<file path="config.mk">
export PLATFORM = sky130hd
export DESIGN_NAME = pc_branch_ctrl
export DESIGN_NICKNAME = d
export VERILOG_FILES = /design/src/rtl/pc_branch_ctrl.sv
export SDC_FILE = /design/constraint.sdc
export NUM_CORES = 1
export LEC_CHECK = 0
export BUFFER_PORTS_ARGS = -buffer_cell sky130_fd_sc_hd__buf_2
export CORE_MARGIN = 4
export CORE_UTILIZATION = 48
export CTS_CLUSTER_SIZE = 12
export DETAILED_ROUTE_END_ITERATION = 8
export GPL_ROUTABILITY_DRIVEN = 0
export PLACE_DENSITY = 0.71
export SKIP_LAST_GASP = 1
export SLEW_MARGIN = 20
export SYNTH_ARGS = -nofsm -noshare
export SYNTH_HDL_FRONTEND = slang
export SYNTH_SLANG_ARGS = --single-unit
</file>
<file path="constraint.sdc">
create_clock -name clk -period 2.5 [get_ports clk]
set_input_delay 0.25 -clock clk [delete_from_list [all_inputs] [get_ports clk]]
set_output_delay 0.25 -clock clk [all_outputs]
set_load 0.05 [all_outputs]
</file>
<file path="src/rtl/pc_branch_ctrl.sv">
// Fetch PC register with branch redirect, stall-deferred redirect and pipeline flush pulse.
// State | meaning: RUN = normal fetch | PENDING = taken branch waiting out a stall | FLUSH = redirect cycle, flush IF/ID and ID/EX
module pc_branch_ctrl #(
  parameter logic [63:0] RESET_PC = 64'h0,
  parameter logic [63:0] PC_STEP  = 64'd4
) (
  input  logic        clk,
  input  logic        reset,
  input  logic        stall,
  input  logic        branch_valid,
  input  logic        addermuxselect,
  input  logic [63:0] branch_target,
  output logic [63:0] pc_out,
  output logic        if_id_flush,
  output logic        id_ex_flush,
  output logic        misalign_err,
  output logic [31:0] branch_count,
  output logic [31:0] taken_count
);

  typedef enum logic [1:0] {
    RUN     = 2'd0,
    PENDING = 2'd1,
    FLUSH   = 2'd2
  } state_t;

  state_t      state, state_nxt;
  logic [63:0] pc_q, pc_nxt;
  logic [63:0] pend_q, pend_nxt;
  logic        flush_q, flush_nxt;
  logic        misalign_q, misalign_nxt;
  logic [31:0] branch_cnt_q, taken_cnt_q;
  logic        branch_inc, taken_inc;
  logic        redirect_req;

  assign redirect_req = branch_valid & addermuxselect;

  always_comb begin
    state_nxt    = state;
    pc_nxt       = pc_q;
    pend_nxt     = pend_q;
    misalign_nxt = 1'b0;
    branch_inc   = 1'b0;
    taken_inc    = 1'b0;
    case (state)
      RUN: begin
        branch_inc = branch_valid;
        if (redirect_req) begin
          taken_inc = 1'b1;
          if (stall) begin
            pend_nxt  = branch_target;
            state_nxt = PENDING;
          end else begin
            pc_nxt       = {branch_target[63:2], 2'b00};
            misalign_nxt = |branch_target[1:0];
            state_nxt    = FLUSH;
          end
        end else if (!stall) begin
          pc_nxt = pc_q + PC_STEP;
        end
      end
      PENDING: begin
        // Branch inputs are ignored here so a second redirect cannot be issued.
        if (!stall) begin
          pc_nxt       = {pend_q[63:2], 2'b00};
          misalign_nxt = |pend_q[1:0];
          state_nxt    = FLUSH;
        end
      end
      FLUSH: begin
        if (!stall) pc_nxt = pc_q + PC_STEP;
        state_nxt = RUN;
      end
      default: state_nxt = RUN;
    endcase
    flush_nxt = (state_nxt == FLUSH);
  end

  always_ff @(posedge clk) begin
    if (!reset) begin
      state        <= RUN;
      pc_q         <= RESET_PC;
      pend_q       <= 64'h0;
      flush_q      <= 1'b0;
      misalign_q   <= 1'b0;
      branch_cnt_q <= 32'h0;
      taken_cnt_q  <= 32'h0;
    end else begin
      state      <= state_nxt;
      pc_q       <= pc_nxt;
      pend_q     <= pend_nxt;
      flush_q    <= flush_nxt;
      misalign_q <= misalign_nxt;
      if (branch_inc && (branch_cnt_q != 32'hFFFF_FFFF)) branch_cnt_q <= branch_cnt_q + 32'd1;
      if (taken_inc && (taken_cnt_q != 32'hFFFF_FFFF)) taken_cnt_q <= taken_cnt_q + 32'd1;
    end
  end

  assign pc_out       = pc_q;
  assign if_id_flush  = flush_q;
  assign id_ex_flush  = flush_q;
  assign misalign_err = misalign_q;
  assign branch_count = branch_cnt_q;
  assign taken_count  = taken_cnt_q;

endmodule

</file>
# == Word-level counts from Yosys, hierarchy flattened ==
# Index checks and enable logic that the tools add are counted.
# totals
regBits,196
latchBits,0
ramBits,0
mem_bits_ro,0
in_bits,69
n_memories,0
# classes
add_sub_neg,3
mul,0
div,0
magnitude_cmp,0
eq_ne,7
shift,0
mux,16
n_bitwise,1
reduce_logical,8
# ops
operator,count
two-way mux 64 bit,4
one-hot mux 64 bit (3 select lines),1
"adder 32 x 1 -> 32 bit, second input constant",2
"adder 64 x 3 -> 64 bit, second input constant",1
"!= test 32 bit, second input constant",2
two-way mux 1 bit,6
two-way mux 2 bit,3
AND reduction 3 bit,2
"== test 2 bit, second input constant",2
one-hot mux 2 bit (2 select lines),1
OR reduction 2 bit,2
"!= test 3 bit, second input constant",1
nonzero test 3 bit,1
"== test 2 x 1 -> 1 bit, second input constant",1
logical AND 1 bit,2
zero test 2 bit,1
"!= test 2 bit, second input constant",1
one-hot mux 1 bit (2 select lines),1
AND 1 bit,1

# == Longest topological paths before layout ==
# Gate-level depths: netlist of the first run.
# logic_depth
ltp_word,4
ltp_mapped,11
ltp_nobuf,8

# == Least setup slack after synthesis of the first run ==
# No wires, ideal clock.
# synth_timing
kind,reg-to-reg
start,register pc_q[2] (netlist: pc_out[2])
end,register pc_q[54] (netlist: pc_out[54])
arrival_time_ns,2.837
setup_slack_ns,-0.411
path_stages_with_launch,9
n_path_buf,1
synth_period_minus_slack_ns,2.911
cell_sequence,dfxtp_1 ha_1 nand3b_1 or4_4 buf_6 nor3_4 nand2_4 or4_1 a31oi_1
# synth_via
elab_chain_len,4
# synth_rtl
element,line,rtl
start: declaration,28,"logic [63:0] pc_q, pc_nxt;"
start signal: assignment,90,pc_q <= pc_nxt;
adder 64 x 3 -> 64 bit *,"59, 71",
two-way mux 64 bit *,"58, 71",
two-way mux 64 bit,48,if (redirect_req) begin
one-hot mux 64 bit (3 select lines) *,45,case (state)
# Mark *: on every way between the ends. The rest lies on a longest branch, timed or not.
# A chain may end at the register's enable or synchronous reset.

# == Worst setup path in the final report of the first run ==
# layout_timing
start,register pc_q[18] (netlist: pc_out[18])
end,register pc_q[61] (netlist: pc_out[61])
# Same word-level chain as after synthesis.

==> summary.txt, run 1 <==
Outcome
  • Outcome: finished clean

STA
  • Worst Tran Pin Value: 816 ps
  • Period utilization: 97.1%
  • Unrepaired setup endpoints after global routing: no
  • Sum Neg Setup Slack: 0 ps
  • Fmax: 412 MHz
  • Final Max Tran Viols: 0
  • Max Clock Skew: 11.8 ps
  • Final min period: 2430 ps
  • Fin. Hold Viols: 0
  • # setup viols final: 0
  • Worst slew margin: 45.0%

Setup path
  • Worst setup path end: pc_out[61]
  • Reg2reg start: pc_out[18]
  • WP buf/inv: 0
  • Reg2reg path depth: 6
  • Required time worst endpoint: 2810 ps
  • CP Launch Type: register
  • CP Capture Type: register
  • Cells along the critical path: nand2_1 -> or4b_1 -> nand3b_1 -> or4_1 -> o211ai_1 -> o2111ai_1
  • Critical path arrival: 2730 ps
  • Crit-path slowest cell: or4_1
  • CP delay by family, top: simple AND/OR/NAND/NOR gates
  • CP max FO: 8
  • R2R Setup Slk: 70 ps
  • Critical path class: register to register
  • Crit Reg-Reg Endpoint: pc_out[61]
  • Cell depth of the worst setup path: 6
  • Critical Path Source: pc_out[18]
  • CP max stage delay: 610 ps

Yosys
  • Synthesized cell area: 0.0105 mm^2
  • Post-synthesis sequential area ratio: 37.0%
  • Share of flip-flops with an asynchronous set or reset: 0%
  • Yosys warns: 0
  • Post-synth EDFFs: 0
  • Post-synthesis cell count: 1382
  • Post-synthesis cell type count: 83
  • Post-synth top flop: dfxtp_1
  • Syn_area_per_cell: 7.60 um^2
  • Synthesized flop and latch total: 194

CTS
  • Root buffer cell: clkbuf_16
  • Hold_buf cts: 0
  • CTS tree: built
  • TritonCTS Sinks: 194
  • CTS H-tree depth: 4
  • Clock-pin slew on the worst setup and hold paths: 80 ps
  • Total CTS buffers: 17
  • CTS max path bufs: 2
  • Worst skew pair latency: 440 ps

Placed design
  • Number of I/O port buffers: 197
  • Dpl cell area: 0.0121 mm^2
  • DP Wirelength: 25100 um

Routing
  • ANT nets after route: 0
  • DRT Wirelength: 35200 um
  • Vias: 11500
  • Residual DRC: 0
  • Wire per inst: 18.8 um
  • Via density per instance: 6.15
  • Starting DRT DRC Count: 1184
  • TritonRoute pass-1 iters: 6

GRT
  • Overflow after GRT: 0
  • Pin count of the biggest net entering global routing: 81
  • GRT Overall Usage: 28.0%
  • Vias in the first global route: 10600
  • First-pass GRT wire length: 55700 um
  • Initial antenna violation count: 0

Finish
  • Final nets: 1655
  • Finished Cell Area: 0.0128 mm^2
  • Layout cell share with drive strength beyond 1: 23.2%
  • Diode count: 0
  • Area Overhead vs Synth: 21.7%
  • Fillers: 2009

Power
  • Max IR drop VDD: 490 uV
  • Power per standard cell area: 615 mW/mm^2
  • LEAKAGE: 4.94 nW

Floorplanning
  • Initial Utilization: 49.3%
  • Num rows: 53
  • Core area: 0.0213 mm^2
  • Die footprint: 0.0243 mm^2
  • I/O pins: 200
  • Die W: 156 um
  • Die Height: 156 um

Hold path
  • Hold crit path type: input pin to register

Job
  • Max Cap Viol: 0
-- logic make-up after synthesis --
family,Yosys count,synth area share (%)
simple gates,609,29.0
compound gates,385,22.9
xor+xnor,61,5.09
fa+ha+maj,7,0.834
other cells,1,0.0357
buf+inv,121,4.73
mux,4,0.405
flops,194,37.0
-- where the power goes --
| group | switching, mW | leakage, nW | total [mW] | internal [mW] |
|---|---|---|---|---|
| Clock | 1.29 | 0.284 | 2.84 | 1.55 |
| Combinational | 1.08 | 3.07 | 1.57 | 0.486 |
| Sequential | 0.200 | 1.59 | 3.45 | 3.25 |
| Total | 2.57 | 4.94 | 7.86 | 5.28 |
-- worst min path at each step --
stage                       from          to  cells after the start
2_1_floorplan   branch_target[0]   pend_q[0]                      2
3_3_place_gp           pend_q[0]   pend_q[0]                      2
3_5_place_dp          pend_q[40]  pend_q[40]                      2
4_1_cts        branch_target[32]  pend_q[32]                      3
5_1_grt        branch_target[38]  pend_q[38]                      3
6_report       branch_target[32]  pend_q[32]                      3
-- worst reg2reg max path: stages, from the launching register on --
cell and delay, ps:
dfxtp_2 410, nand2_1 150, or4b_1 540, nand3b_1 220, or4_1 610, o211ai_1 240
o2111ai_1 130
-- cells in the final DEF (no fill, tap or decap), types with 6 or more instances in the layout --
master     netlist  layout
and3_1          16      16
buf_4            5      70
xor2_1          22      22
a21o_1          15      15
a221oi_1        11      11
nand4_1         40      40
nor2_1         111     111
o31ai_1          6       6
inv_1           24      23
dfxtp_2          0      26
nand3_1         50      50
nor3_1          53      53
or3_1           33      33
o21ai_0         75      75
ha_1             7       6
a21oi_1        144     144
nor4_1          19      18
dfxtp_1        194     166
xnor2_1         39      39
buf_2            1     197
and4_1          19      19
a22o_1          14      14
clkbuf_16        0      17
o22ai_1          6       6
a211oi_1        11      11
nand2_1        213     210
a22oi_1         21      21
and2_1          12      10
a31oi_1         21      21
o21a_1           6       6
o211ai_1        10      10
-- layer usage --
metal / vias up / routed length (um) / global-route usage (%)
li1: 5433 / - / -
met1: 5382 / 15100 / 38.7
met2: 576 / 15600 / 43.9
met3: 97 / 3330 / 5.44
met4: 0 / 1130 / 9.92
met5: - / 0 / 0
-- per-stage QoR --
step / util [%] / worst slack [ps] / hold slack (ps) / power, mW / cells
global placement: 56.8 / 113 / 439 / 5.02 / 1833
detailed placement: 56.8 / 62.6 / 448 / 5.04 / 1833
finish: 60.1 / 72.1 / 56.8 / 7.86 / 1867
floorplan: - / -34.6 / 386 / 4.52 / 1383
global route: 60.1 / 11.5 / 56.9 / 8.13 / 1867
CTS: 59.7 / 41.8 / 44.5 / 7.86 / 1865
-- state kept, by name (all words and copies together) (netlist names) --
name	cells
branch_count	32
id_ex_flush	1
misalign_err	1
pc_out	62
pend_q	64
state	2
taken_count	32
-- final cells by class --
| type | instances | area (um^2) | area share [%] |
|---|---|---|---|
| tap | 275 | 344 | 2.69 |
| clock inverter | 12 | 149 | 1.16 |
| clock buffer | 20 | 457 | 3.57 |
| sequential | 194 | 3920 | 30.7 |
| multi-input combinational | 1068 | 6190 | 48.4 |
| timing repair buffer | 274 | 1630 | 12.7 |
| inverter | 24 | 92.6 | 0.724 |
-- cell usage after synthesis, drive strengths merged (15+ instances only) --
library cell	number	area share (%)
buf	15	0.94
and4	20	1.7
a22oi	21	1.5
o21ai	77	3.7
inv	24	0.86
a21oi	144	6.9
nor3	54	2.7
or3	33	2.0
nor4	21	1.5
dfxtp	194	37
a21o	15	1.1
xor2	22	1.8
a31oi	21	1.3
clkbuf	82	2.9
and3	18	1.1
xnor2	39	3.3
nand4	42	2.7
nand2	214	7.7
nor2	111	4.0
nand3	52	2.6
-- what timing repair did --
action                     CTS  global route
gates resized for setup      0            16
setup endpoints to repair    0            25
buffers inserted             0             2
No activity file was read; power rests on OpenSTA's default activity.
==> run 2: changes to the inputs <==
CORE_MARGIN = unset   (was 4)
CTS_CLUSTER_DIAMETER = 150   (was unset)
==> summary.txt, run 2 (same netlist as run 1, synthesis figures left out) <==
Outcome
  • Outcome: finished clean

Floorplanning
  • Core area: 0.0212 mm^2 (-0.31%)
  • Num rows: 53 (unchanged)
  • I/O pins: 200 (unchanged)
  • Initial Utilization: 49.5% (+0.15 points)
  • Die Height: 150 um (-3.8%)
  • Die W: 150 um (-3.8%)
  • Die footprint: 0.0225 mm^2 (-7.5%)

Setup path
  • R2R Setup Slk: 100 ps (+20 ps)
  • Crit Reg-Reg Endpoint: pc_out[21]
  • Reg2reg start: pc_out[9]
  • Crit-path slowest cell: nor3_1
  • CP max stage delay: 620 ps (about the same)
  • Critical path arrival: 2760 ps (+30 ps)
  • CP max FO: 7 (-1)
  • Cells along the critical path: and4_2 -> nand3_1 -> buf_4 -> nor3_1 -> nand4_1 -> a21o_1 -> a21oi_1
  • Reg2reg path depth: 7 (+1)
  • Critical path class: register to register
  • CP Capture Type: register
  • Required time worst endpoint: 2860 ps (+50 ps)
  • CP Launch Type: register

STA
  • Final min period: 2400 ps (-24.0 ps)
  • Unrepaired setup endpoints after global routing: yes
  • Worst slew margin: 50.8% (+5.8 points)
  • Final Max Tran Viols: 0 (unchanged)
  • Slack of the critical path: 96.0 ps (+24.0 ps)
  • Fmax: 416 MHz (+1.0%)
  • Fin. Hold Viols: 0 (unchanged)
  • Period utilization: 96.2% (-0.96 points)
  • Worst Tran Pin Value: 732 ps (-84.1 ps)
  • Max Clock Skew: 18.4 ps (+6.62 ps)
  • # setup viols final: 0 (unchanged)

Power
  • Max IR drop VDD: 398 uV (-19%)
  • LEAKAGE: 4.93 nW (-0.26%)
  • Power per standard cell area: 611 mW/mm^2 (-0.49%)

Finish
  • Largest Register: pend_q
  • Commonest non-fill, non-tap cell in the layout: nand2_1
  • Diode count: 0 (unchanged)
  • Commonest non-fill, non-tap cells in the layout: nand2_1 (212), buf_2 (197), dfxtp_1 (166)
  • Final nets: 1655 (unchanged)
  • Finished Cell Area: 0.0127 mm^2 (-0.59%)
  • Max reg flops: 64 (unchanged)
  • Layout cell share with drive strength beyond 1: 23.1% (-0.19 points)
  • Area Overhead vs Synth: 21.0%

GRT
  • Initial antenna violation count: 0 (unchanged)
  • Pin count of the biggest net entering global routing: 63 (-22%)
  • GRT Overall Usage: 30.5% (+2.5 points)
  • Vias in the first global route: 10500 (-0.56%)
  • Overflow after GRT: 0 (unchanged)
  • First-pass GRT wire length: 54400 um (-2.2%)

Routing
  • Via density per instance: 6.13 (-0.44%)
  • Starting DRT DRC Count: 1018 (-14%)
  • TritonRoute pass-1 iters: 8 (+2)
  • Residual DRC: 0 (unchanged)
  • DRT Wirelength: 34200 um (-2.8%)
  • Wire per inst: 18.3 um (-2.8%)
  • Vias: 11400 (-0.44%)
  • ANT nets after route: 0 (unchanged)

Job
  • Max Cap Viol: 0 (unchanged)

CTS
  • CTS H-tree depth: 4 (unchanged)
  • CTS max path bufs: 2 (unchanged)
  • Root buffer cell: clkbuf_16
  • CTS tree: built
  • TritonCTS Sinks: 194 (unchanged)
  • Clock-pin slew on the worst setup and hold paths: 80 ps (about the same)
  • Worst skew pair latency: 440 ps (about the same)
  • Total CTS buffers: 17 (unchanged)

Placed design
  • DP Wirelength: 24000 um (-4.3%)
  • Number of I/O port buffers: 197 (unchanged)
  • Dpl cell area: 0.0121 mm^2 (about the same)
  • Pre-CTS WS: 90.4 ps (+27.9 ps)

Hold path
  • Hold path cells: 3 (unchanged)
  • Hold crit path type: input pin to register
  • Hold path start: branch_target[9]
  • Hold endpoint: pend_q[9]
[run 2: cell types whose count changed in the layout (fill, tap and decap cells not counted), moves of 2 or more]
cell,previous run,this run
nand2_1,210,212
buf_4,70,73
clkbuf_8,2,0
nand2_2,3,1
inv_6,2,5
buf_6,3,0
[run 2: worst max path at each step]
stage               cells after the start         end       start
finish                                  7  pc_out[21]   pc_out[9]
global route                           10  pc_out[34]   pc_out[2]
CTS                                     6  pc_out[61]  pc_out[20]
detailed placement                      6  pc_out[61]  pc_out[20]
global placement                        6  pc_out[61]  pc_out[22]
floorplan                               8  pc_out[54]   pc_out[2]
[run 2: critical path, delay by kind of cell, from the launching register on]
family	cells	cell delay, ps
DFF	1	430
and+or+nand+nor	4	1300
buffers and inverters	1	270
AOI/OAI and AO/OA	2	320
[run 2: metrics by stage]
| stage | utilization [%] | instances | total power [mW] | hold slack (ps) | TNS, ps |
|---|---|---|---|---|---|
| floorplan | - | 1383 | 4.52 | 386 | -34.6 |
| global placement | 57.0 | 1834 | 5.01 | 442 | 0 |
| detailed placement | 57.0 | 1834 | 5.03 | 448 | 0 |
| CTS | 59.8 | 1866 | 7.79 | 47.0 | 0 |
| global route | 59.9 | 1867 | 8.06 | 52.5 | -82.4 |
| finish | 59.9 | 1867 | 7.77 | 54.4 | 0 |
[run 2: power breakdown]
| group | internal [mW] | switching, mW | leakage (nW) | total (mW) |
|---|---|---|---|---|
| sequential | 3.25 | 0.191 | 1.59 | 3.44 |
| combinational | 0.484 | 1.07 | 3.06 | 1.55 |
| clock | 1.49 | 1.29 | 0.278 | 2.78 |
[run 2: metal layers]
metal	up-vias	track usage [%]	routed length [um]
met5	-	0	0
met4	0	13.2	1100
met3	73	6.37	2990
met2	494	48.0	15500
met1	5450	40.3	14600
li1	5420	-	-
[run 2: layout make-up]
class	count	area [um^2]
fill	1997	8510
multi-input combinational	1068	6160
sequential	194	3920
timing repair buffer	274	1610
clock buffer	18	429
tap	275	344
clock inverter	14	151
inverter	24	92.6
[run 2: timing repair]
item	in CTS	in global routing
setup endpoints to repair	0	13
gates resized for setup	0	6
hold buffers	0	0
buffers inserted	0	1
==> run 3: changes to the inputs <==
PLACE_DENSITY = 0.69   (was 0.71)
SETUP_SLACK_MARGIN = 0.4   (was unset)
SLEW_MARGIN = 10   (was 20)
clock period = 2.37 ns   (was 2.5 ns; I/O delays follow)
==> summary.txt, run 3 (same netlist as run 1, synthesis figures left out) <==
STA
  • Slack of the critical path: 117 ps (+21.1 ps)
  • Max Clock Skew: 11.8 ps (-6.57 ps)
  • Final Max Tran Viols: 0 (unchanged)
  • # setup viols final: 0 (unchanged)
  • Sum Neg Setup Slack: 0 ps (unchanged)
  • Worst slew margin: 64.6% (+14 points)
  • Fmax: 444 MHz (+6.7%)
  • Fin. Hold Viols: 0 (unchanged)
  • Period utilization: 95.1% (-1.1 points)
  • Final min period: 2250 ps (-151 ps)
  • Worst Tran Pin Value: 531 ps (-200 ps)
  • Hold_ws: 32.9 ps (-21.5 ps)
  • Unrepaired setup endpoints after global routing: yes

Setup path
  • Required time worst endpoint: 2690 ps (-170 ps)
  • Crit Reg-Reg Endpoint: pc_out[32]
  • CP Launch Type: register
  • CP max FO: 4 (-3)
  • Critical path class: register to register
  • CP Capture Type: register
  • Critical path arrival: 2580 ps (-180 ps)
  • Reg2reg start: pc_out[3]
  • Reg2reg path depth: 10 (+3)
  • R2R Setup Slk: 120 ps (+20 ps)

CTS
  • CTS tree: built
  • Hold_buf cts: 0 (unchanged)
  • Worst skew pair latency: 440 ps (about the same)
  • CTS max path bufs: 2 (unchanged)
  • Clock-pin slew on the worst setup and hold paths: 80 ps (about the same)
  • TritonCTS Sinks: 194 (unchanged)
  • Total CTS buffers: 17 (unchanged)
  • Root buffer cell: clkbuf_16
  • CTS H-tree depth: 4 (unchanged)

GRT
  • First-pass GRT wire length: 55400 um (+1.8%)
  • Pin count of the biggest net entering global routing: 52 (-17%)
  • GRT Overall Usage: 31.1% (+0.56 points)
  • Overflow after GRT: 0 (unchanged)
  • Vias in the first global route: 10600 (+1.0%)
  • Initial antenna violation count: 1 (+1)

Finish
  • Area Overhead vs Synth: 37.1%
  • Commonest non-fill, non-tap cells in the layout: nand2_1 (206), buf_2 (197), a21oi_1 (136)
  • Final Instance Count excl. Fillers: 1955 (+4.7%)
  • Layout cell share with drive strength beyond 1: 37.6% (+15 points)
  • Commonest non-fill, non-tap cell in the layout: nand2_1
  • Final nets: 1741 (+5.2%)
  • Largest Register: pend_q
  • Max reg flops: 64 (unchanged)
  • Fillers: 1795 (-10%)
  • Finished Core Util: 67.8% (+7.9 points)
  • Finished Cell Area: 0.0144 mm^2 (+13%)

Routing
  • Residual DRC: 0 (unchanged)
  • Vias: 11900 (+3.8%)
  • ANT nets after route: 0 (unchanged)
  • Starting DRT DRC Count: 909 (-11%)
  • Via density per instance: 6.07 (-0.91%)
  • DRT Wirelength: 37300 um (+9.2%)
  • TritonRoute pass-1 iters: 7 (-1)
  • Wire per inst: 19.1 um (+4.3%)

Power
  • Seq pwr share: 43.5% (-0.7 points)
  • Sw frac: 34.4% (+1.6 points)
  • Combinational share of power: 22.6% (+2.6 points)
  • LEAKAGE: 5.72 nW (+16%)
  • NetSw: 2.87 mW (+13%)
  • Total power: 8.34 mW (+7.3%)
  • Max IR drop VDD: 435 uV (+9.3%)
  • Clk pwr share: 33.8% (-2.0 points)
  • Power per standard cell area: 579 mW/mm^2 (-5.2%)
  • Internal cell power: 5.47 mW (+4.7%)

Job
  • Max Cap Viol: 0 (unchanged)

Floorplanning
  • Die footprint: 0.0225 mm^2 (unchanged)
  • I/O pins: 200 (unchanged)
  • Initial Utilization: 49.5% (unchanged)
  • Die W: 150 um (unchanged)
  • Core area: 0.0212 mm^2 (unchanged)
  • Num rows: 53 (unchanged)
  • Die Height: 150 um (unchanged)

Placed design
  • DP Wirelength: 24300 um (+1.2%)
  • Number of I/O port buffers: 197 (unchanged)
  • Cell count after placement: 1833 (-0.055%)
  • Pre-CTS WS: 75.2 ps (-15.2 ps)
  • Dpl cell area: 0.0125 mm^2 (+3.2%)

Hold path
  • Hold crit path type: input pin to register
  • Hold endpoint: pend_q[52]
  • Hold path start: branch_target[52]
  • Hold path cells: 3 (unchanged)

Outcome
  • Outcome: finished clean
## run 3: changes by cell type in the layout (fill, tap and decap cells not counted), sizes merged, moves of 2 or more
cell    delta
bufinv     -2
diode      +2
clkinv     +2
buf       +82
## run 3: timing repair
item | 4_1_cts | 5_1_grt
gates resized for setup | 54 | 107
setup endpoints to repair | 72 | 73
cloned | 0 | 4
setup buffers | 37 | 47
pin swaps | 27 | 53
## run 3: worst max path at each step
stage / from / endpoint / slack, ps
final: pc_out[3] / pc_out[32] / 120
after global routing: pc_out[3] / pc_out[30] / 30
after CTS: pc_out[3] / pc_out[54] / 90
after detailed placement: pc_out[3] / pc_out[54] / 80
after global placement: pc_out[3] / pc_out[54] / 90
after floorplan: pc_out[2] / pc_out[54] / -50
## run 3: power groups by stage
stage               sequential, mW  clock (mW)  combinational, mW
floorplan                     4.03           0              0.752
global placement              3.69           0               1.60
detailed placement            3.69           0               1.62
CTS                           3.61        2.88               1.71
global route                  3.65        3.00               2.00
finish                        3.63        2.82               1.89
## run 3: layout make-up
type / count / area (um^2) / area share (%)
antenna: 2 / 5.00 / 0.0348
clock buffer: 18 / 439 / 3.05
clock inverter: 14 / 121 / 0.843
inverter: 24 / 96.3 / 0.669
multi-input combinational: 1070 / 6870 / 47.7
sequential: 194 / 4150 / 28.9
tap: 275 / 344 / 2.39
timing repair buffer: 358 / 2360 / 16.4
## run 3: routing by layer
layer / global-route usage [%] / vias to the layer above / share of wire [%]
li1: - / 5611 / -
met3: 5.00 / 90 / 7.9
met1: 42.3 / 5655 / 43
met5: 0 / - / 0
met2: 49.0 / 511 / 46
met4: 12.2 / 0 / 3.3
## run 3: critical path: stages, from the launching register on
cell      delay (ps)
dfxtp_4          370
ha_4             130
nand3b_1         190
buf_4            210
nor4_4           140
buf_4            180
nand4_1          240
buf_4            230
o21a_1           190
nor3_1           210
a211oi_2          50
